<file path="src/rtl/dmem_arb_pkg.sv">
// Shared types for the data-memory arbiter: FSM state encoding and port ids.
package dmem_arb_pkg;

  typedef enum logic {
    IDLE   = 1'b0,
    ACCESS = 1'b1
  } state_t;

  localparam logic PORT_CPU = 1'b0;
  localparam logic PORT_DMA = 1'b1;

endpackage

</file>
<file path="src/rtl/dmem_arb_pick.sv">
// Winner selection for the CPU/DMA arbiter: round-robin history and the
// DMA starvation counter used by the fixed-priority mode.
module dmem_arb_pick
  import dmem_arb_pkg::*;
#(
  parameter int PRIO_MODE    = 0,
  parameter int STARVE_LIMIT = 4
) (
  input  logic clk,
  input  logic rst_n,
  input  logic arb_en,
  input  logic cpu_req,
  input  logic dma_req,
  output logic winner
);

  localparam int CNT_W = (STARVE_LIMIT < 1) ? 1 : $clog2(STARVE_LIMIT + 1);
  localparam logic [CNT_W-1:0] LIMIT = CNT_W'(STARVE_LIMIT);

  logic             last_grant_reg;
  logic [CNT_W-1:0] starve_cnt_reg;

  always_comb begin
    winner = PORT_CPU;
    if (cpu_req && dma_req) begin
      if (PRIO_MODE == 0)
        winner = (last_grant_reg == PORT_DMA) ? PORT_CPU : PORT_DMA;
      else
        winner = (starve_cnt_reg == LIMIT) ? PORT_DMA : PORT_CPU;
    end else if (dma_req) begin
      winner = PORT_DMA;
    end
  end

  // History only moves on cycles where an arbitration actually happens.
  always_ff @(posedge clk or negedge rst_n) begin
    if (!rst_n) begin
      last_grant_reg <= PORT_DMA;
      starve_cnt_reg <= '0;
    end else if (arb_en) begin
      if (cpu_req || dma_req)
        last_grant_reg <= winner;
      if (!dma_req || winner == PORT_DMA)
        starve_cnt_reg <= '0;
      else if (starve_cnt_reg != LIMIT)
        starve_cnt_reg <= starve_cnt_reg + CNT_W'(1);
    end
  end

endmodule

</file>
<file path="src/rtl/dmem_arbiter.sv">
// Two-port (CPU, DMA) arbiter for a single-ported data memory. Each access
// takes one IDLE arbitration cycle plus one ACCESS cycle.
module dmem_arbiter
  import dmem_arb_pkg::*;
#(
  parameter int PRIO_MODE    = 0,
  parameter int STARVE_LIMIT = 4
) (
  input  logic       clk,
  input  logic       rst_n,
  input  logic       cpu_req,
  input  logic       cpu_we,
  input  logic [7:0] cpu_addr,
  input  logic [7:0] cpu_wdata,
  output logic       cpu_gnt,
  output logic       cpu_rvalid,
  output logic [7:0] cpu_rdata,
  input  logic       dma_req,
  input  logic       dma_we,
  input  logic [7:0] dma_addr,
  input  logic [7:0] dma_wdata,
  output logic       dma_gnt,
  output logic       dma_rvalid,
  output logic [7:0] dma_rdata,
  output logic       mem_write,
  output logic       mem_read,
  output logic [7:0] mem_addr,
  output logic [7:0] mem_wdata,
  input  logic [7:0] mem_rdata
);

  state_t     state_reg, state_next;
  logic       arb_en;
  logic       any_req;
  logic       winner;
  logic       in_access;
  logic       port_reg;
  logic       we_reg;
  logic [7:0] addr_reg;
  logic [7:0] wdata_reg;
  logic [7:0] cpu_rdata_reg, dma_rdata_reg;
  logic       cpu_rvalid_reg, dma_rvalid_reg;

  assign arb_en  = (state_reg == IDLE);
  assign any_req = cpu_req || dma_req;

  dmem_arb_pick #(
    .PRIO_MODE    (PRIO_MODE),
    .STARVE_LIMIT (STARVE_LIMIT)
  ) u_pick (
    .clk     (clk),
    .rst_n   (rst_n),
    .arb_en  (arb_en),
    .cpu_req (cpu_req),
    .dma_req (dma_req),
    .winner  (winner)
  );

  always_ff @(posedge clk or negedge rst_n) begin
    if (!rst_n)
      state_reg <= IDLE;
    else
      state_reg <= state_next;
  end

  // Strobes decode straight from the state register so an async reset
  // removes mem_write before the next edge can commit it.
  always_comb begin
    state_next = state_reg;
    in_access  = 1'b0;
    cpu_gnt    = 1'b0;
    dma_gnt    = 1'b0;
    mem_write  = 1'b0;
    mem_read   = 1'b0;
    case (state_reg)
      IDLE: begin
        if (any_req)
          state_next = ACCESS;
      end
      ACCESS: begin
        state_next = IDLE;
        in_access  = 1'b1;
        cpu_gnt    = (port_reg == PORT_CPU);
        dma_gnt    = (port_reg == PORT_DMA);
        mem_write  = we_reg;
        mem_read   = !we_reg;
      end
      default: state_next = IDLE;
    endcase
  end

  always_ff @(posedge clk or negedge rst_n) begin
    if (!rst_n) begin
      port_reg  <= PORT_CPU;
      we_reg    <= 1'b0;
      addr_reg  <= '0;
      wdata_reg <= '0;
    end else if (arb_en && any_req) begin
      port_reg  <= winner;
      we_reg    <= (winner == PORT_DMA) ? dma_we    : cpu_we;
      addr_reg  <= (winner == PORT_DMA) ? dma_addr  : cpu_addr;
      wdata_reg <= (winner == PORT_DMA) ? dma_wdata : cpu_wdata;
    end
  end

  always_ff @(posedge clk or negedge rst_n) begin
    if (!rst_n) begin
      cpu_rdata_reg  <= '0;
      dma_rdata_reg  <= '0;
      cpu_rvalid_reg <= 1'b0;
      dma_rvalid_reg <= 1'b0;
    end else begin
      cpu_rvalid_reg <= 1'b0;
      dma_rvalid_reg <= 1'b0;
      if (in_access && !we_reg) begin
        if (port_reg == PORT_CPU) begin
          cpu_rdata_reg  <= mem_rdata;
          cpu_rvalid_reg <= 1'b1;
        end else begin
          dma_rdata_reg  <= mem_rdata;
          dma_rvalid_reg <= 1'b1;
        end
      end
    end
  end

  assign mem_addr   = addr_reg;
  assign mem_wdata  = wdata_reg;
  assign cpu_rdata  = cpu_rdata_reg;
  assign dma_rdata  = dma_rdata_reg;
  assign cpu_rvalid = cpu_rvalid_reg;
  assign dma_rvalid = dma_rvalid_reg;

endmodule

</file>
<file path="config.mk">
export PLATFORM = sky130hd
export DESIGN_NAME = dmem_arbiter
export DESIGN_NICKNAME = d
export VERILOG_FILES = /design/src/rtl/dmem_arb_pkg.sv /design/src/rtl/dmem_arb_pick.sv /design/src/rtl/dmem_arbiter.sv
export SDC_FILE = /design/constraint.sdc
export NUM_CORES = 1
export LEC_CHECK = 0
export ABC_CLOCK_PERIOD_IN_PS = 1800
export CORE_MARGIN = 10
export CORE_UTILIZATION = 39
export CTS_CLUSTER_SIZE = 28
export DETAILED_ROUTE_END_ITERATION = 8
export PLACE_DENSITY_LB_ADDON = 0.08
export SLEW_MARGIN = 20
export SYNTH_ARGS = -nofsm -noshare
export SYNTH_HDL_FRONTEND = slang
export SYNTH_SLANG_ARGS = --single-unit
</file>
<file path="constraint.sdc">
create_clock -name clk -period 1.8 [get_ports clk]
set_input_delay 0.54 -clock clk [delete_from_list [all_inputs] [get_ports clk]]
set_output_delay 0.54 -clock clk [all_outputs]
set_load 0.03 [all_outputs]
</file>
=== Word-level counts from Yosys, hierarchy flattened ===
Cells that the tools add are included.

* Output and inout port bits: 38
* Logic and storage cells: 37
* Bits of input ports: 46
* Register bits: 38

* Bitwise logic cells: 2
* Reduce and logical (&&, ||, !) cells: 8
* Mux-type cells: 17

{| class="wikitable"
|+ Operators by type and width
! kind !! count
|-
| $mux 8 || 2
|-
| $mux 1 || 14
|-
| $reduce_and 2->1 || 3
|-
| $logic_and 1x1->1 || 3
|-
| $not 1->1 || 2
|-
| $pmux 1 s2 || 1
|-
| $logic_not 1->1 || 1
|-
| $logic_or 1x1->1 || 1
|}

=== Longest topological paths before layout ===
* Depth after elaboration: 3
* Depth in mapped cells: 5
* Depth with buffers taken out: 3

=== By module ===
From an unflattened synthesis, not the netlist that was laid out.

* Cell total of the unflattened synthesis: 106
* Area total of the unflattened synthesis: 1681.6 µm²

{| class="wikitable"
|+ Modules (own cells, without submodules)
! module !! sequential area each (µm²) !! instances !! cells each !! area each (µm²)
|-
| dmem_arbiter || 925.9 || 1 || 102 || 1636.6
|-
| dmem_arb_pick || 26.3 || 1 || 4 || 45.0
|}

=== Worst setup path after synthesis ===
OpenSTA, ideal clock, no wires.

* Path kind: register to output
* Start point: register port_reg
* End point: output dma_gnt
* Data required time: 1.260 ns
* Data arrival time: 0.885 ns
* Path slack: 0.375 ns
* Stages on the path, launching flop included: 3
* Path buffers: 0
* Path through: dfrtp_1 -> inv_1 -> nor2_1

* Longest elaborated chain between the ends: 1

{| class="wikitable"
|+ RTL lines
! what !! RTL line !! RTL
|-
| from (decl) || dmem_arbiter.sv:37 || <nowiki>logic port_reg;</nowiki>
|-
| from (signal assigned) || dmem_arbiter.sv:99 || <nowiki>port_reg <= winner;</nowiki>
|-
| $mux 1 || dmem_arbiter.sv:75 || <nowiki>case (state_reg)</nowiki>
|-
| to (decl) || dmem_arbiter.sv:22 || <nowiki>output logic dma_gnt,</nowiki>
|}

No other way between the ends.

=== Worst setup path after layout ===
* Start point: register we_reg
* End point: output mem_read

* Longest elaborated chain between the ends: 2

{| class="wikitable"
|+ RTL lines
! what !! RTL line !! RTL
|-
| from (decl) || dmem_arbiter.sv:38 || <nowiki>logic we_reg;</nowiki>
|-
| from (signal assigned) || dmem_arbiter.sv:100 || <nowiki>we_reg <= (winner == PORT_DMA) ? dma_we : cpu_we;</nowiki>
|-
| $logic_not 1->1 || dmem_arbiter.sv:86 || <nowiki>mem_read = !we_reg;</nowiki>
|-
| $mux 1 || dmem_arbiter.sv:75 ||
|-
| to (decl) || dmem_arbiter.sv:26 || <nowiki>output logic mem_read,</nowiki>
|}

No other way between the ends.

==> metrics.txt <==
CTS Hold Bufs=0; worst hold path class=primary input to asynchronous set/reset pin; CP Class=register to output pin; final worst path period share=93.9%; Skew-Pair Late Insertion Delay=0.29 ns; Multi-input gate area=573 um^2; Distinct cells, synth=18; internal power=2.07 mW; Placer Congestion=0.704; Post-Synth Simple-Gate Area=15.1%; NetSw=1.39 mW; CP Data Arrival Time=1.15 ns; Antenna Nets Post-Route=0; FMAX=592 MHz; mapped cell area=1570 um^2; total power=3.46 mW; startpoint types=register; FF/Latch Area=952 um^2; DR WL/cell=15.8 um; die area=6970 um^2; CTS tree=built; initial core utilization=39.9%; Max-Cap Viols=0; Inserted Clock Buffers=5; status=finished, final reports clean; most frequent cells in the layout=clkdlybuf4s50_1, dfrtp_1, nand2_1, dlygate4sd2_1, nor2_1; Tmin final=1.69 ns; Filler cells=334; syn nets=190; Leakage=1.14 nW; Synth-to-Final Area Change=62.1%; grt total ovfl=0; clk sinks=38; Clock power frac=17.4%; vias in the first global route=1457; CP Data Required Time=1.26 ns; initial antenna violation count=0; CTS clock-pin slew for the worst setup and hold paths=0.08 ns; Comb pwr share=45.1%; Ys Warns=0; IO Count=84; CTS Root Cell=clkbuf_8; DR DRC count=0; Seq/Total Area, Yosys=60.6%; Switching Share=40.1%; Synth Area in XOR/XNOR=0%; crit end category=output pin; worst slew pin tran=0.442 ns; Synth Area in Compound Gates=9.87%; die width=83.5 um; Pre-Repair DR Iteration Count=4; peak supply drop=0.000564 V; Gate Count Post-Synth=144; Placed Cells=274; Cell Rows=23; post-layout util=64.6%; layout cell share with drive strength beyond 1=18.1%; Initial DRC Count=27; Final setup viols=0; Flop pwr share=37.5%; WL final=4.47 mm; fin cells=282; Core ar.=3940 um^2; setup repair bufs after CTS=0; Max clock buf depth=2; FF+latch count, synth=38; RSZ-0062 raised after global routing=false; multiplexer share of the synthesized area=11.5%; Nets=277; commonest non-fill, non-tap cell in the layout=clkdlybuf4s50_1; final count of pins violating max slew=0; Slew HR=70.5%; syn_area_per_cell=10.9 um^2; Post-Synth Adder-Cell Area=0%; clk_skew=0.00829 ns; largest family of logic cells by synthesized area=simple AND/OR/NAND/NOR gates; Via Count=1336; first-pass GRT wire length=7.29 mm; ys async rst share=100%; Hold Fails Final Rpt=0; PD cells=1360 nW/um^2; gr usage total=12.8%; Buffers on Ports=83; Vias/cell=4.74; Post-synth EDFFs=0; CP Max Fanout=4; top_reg_cell synth=dfrtp_1; Die Ht=83.5 um; Inserted Diodes=0; H-tree levels=2; largest net degree at the start of global routing=25
[through the flow]
| step | cell area, um^2 | setup TNS [ns] | setup WS (ns) | hold slack [ns] |
|---|---|---|---|---|
| 3_5_place_dp | 2490 | -0.360 | -0.0348 | 0.497 |
| 2_1_floorplan | 1570 | 0 | 0.375 | 0.244 |
| 5_1_grt | 2550 | 0 | 0.0436 | 0.211 |
| 6_report | 2550 | 0 | 0.110 | 0.184 |
| 4_1_cts | 2550 | 0 | 0.112 | 0.191 |
| 3_3_place_gp | 2490 | -0.0318 | -0.0155 | 0.486 |
[cell type report]
| cell class | instances | share of cell area, % |
|---|---|---|
| Tap cell | 50 | 2.46 |
| Multi-Input combinational cell | 96 | 22.5 |
| Clock inverter | 2 | 0.491 |
| Timing Repair Buffer | 87 | 33.5 |
| Sequential cell | 38 | 37.4 |
| Inverter | 3 | 0.442 |
| Clock buffer | 6 | 3.24 |
[synthesized netlist by cell type (2+ instances only)]
| master | number | share of area [%] |
|---|---|---|
| dfrtp_1 | 37 | 59 |
| nand2_1 | 34 | 8.1 |
| nor2_1 | 19 | 4.5 |
| a31oi_1 | 18 | 7.2 |
| mux2_2 | 16 | 11 |
| buf_2 | 7 | 2.2 |
| inv_1 | 2 | 0.48 |
[worst paths after layout]
check,startpoint,slack [ns],depth (start not counted),end
setup / recovery,we_reg,0.11,2,mem_read
hold reg to reg,cpu_rdata[2],0.50,1,cpu_rdata[2]
min in group clk,cpu_rdata[2],0.50,1,cpu_rdata[2]
hold / removal,rst_n,0.18,1,mem_addr[6]
max in group asynchronous,rst_n,1.15,2,dma_rdata[0]
setup reg to reg,state_reg,0.38,3,cpu_rdata[6]
[metal layers]
| metal | GRT usage [%] | part of all wire, % |
|---|---|---|
| met1 | 14.1 | 41 |
| met2 | 21.3 | 50 |
| met3 | 5.96 | 7.9 |
| met4 | 4.11 | 0.81 |
| met5 | 0 | 0 |
[what timing repair did]
item | in CTS | in global routing
endpoints found under the setup margin | 34 | 0
gates resized for setup | 34 | 0
hold endpoints to repair | 0 | 0
[cell families after synthesis]
kind of cell           count (synthesis)
AND/OR/NAND/NOR                       57
flip-flops                            38
AO/OA/AOI/OAI                         23
multiplexers                          16
buffers and inverters                 10
[critical path, stage by stage, from the launching register on]
cell and delay (ns):
dfrtp_1 0.44, and2b_2 0.25, buf_4 0.17
[power by group through the flow]
| stage | registers [mW] | clock network (mW) | logic (mW) |
|---|---|---|---|
| after floorplan | 1.86 | 0 | 0.404 |
| after global placement | 1.30 | 0 | 1.76 |
| after detailed placement | 1.33 | 0 | 1.79 |
| after CTS | 1.30 | 0.624 | 1.60 |
| after global routing | 1.33 | 0.660 | 1.67 |
| final | 1.30 | 0.602 | 1.56 |
No activity file was read; power rests on OpenSTA's default activity.
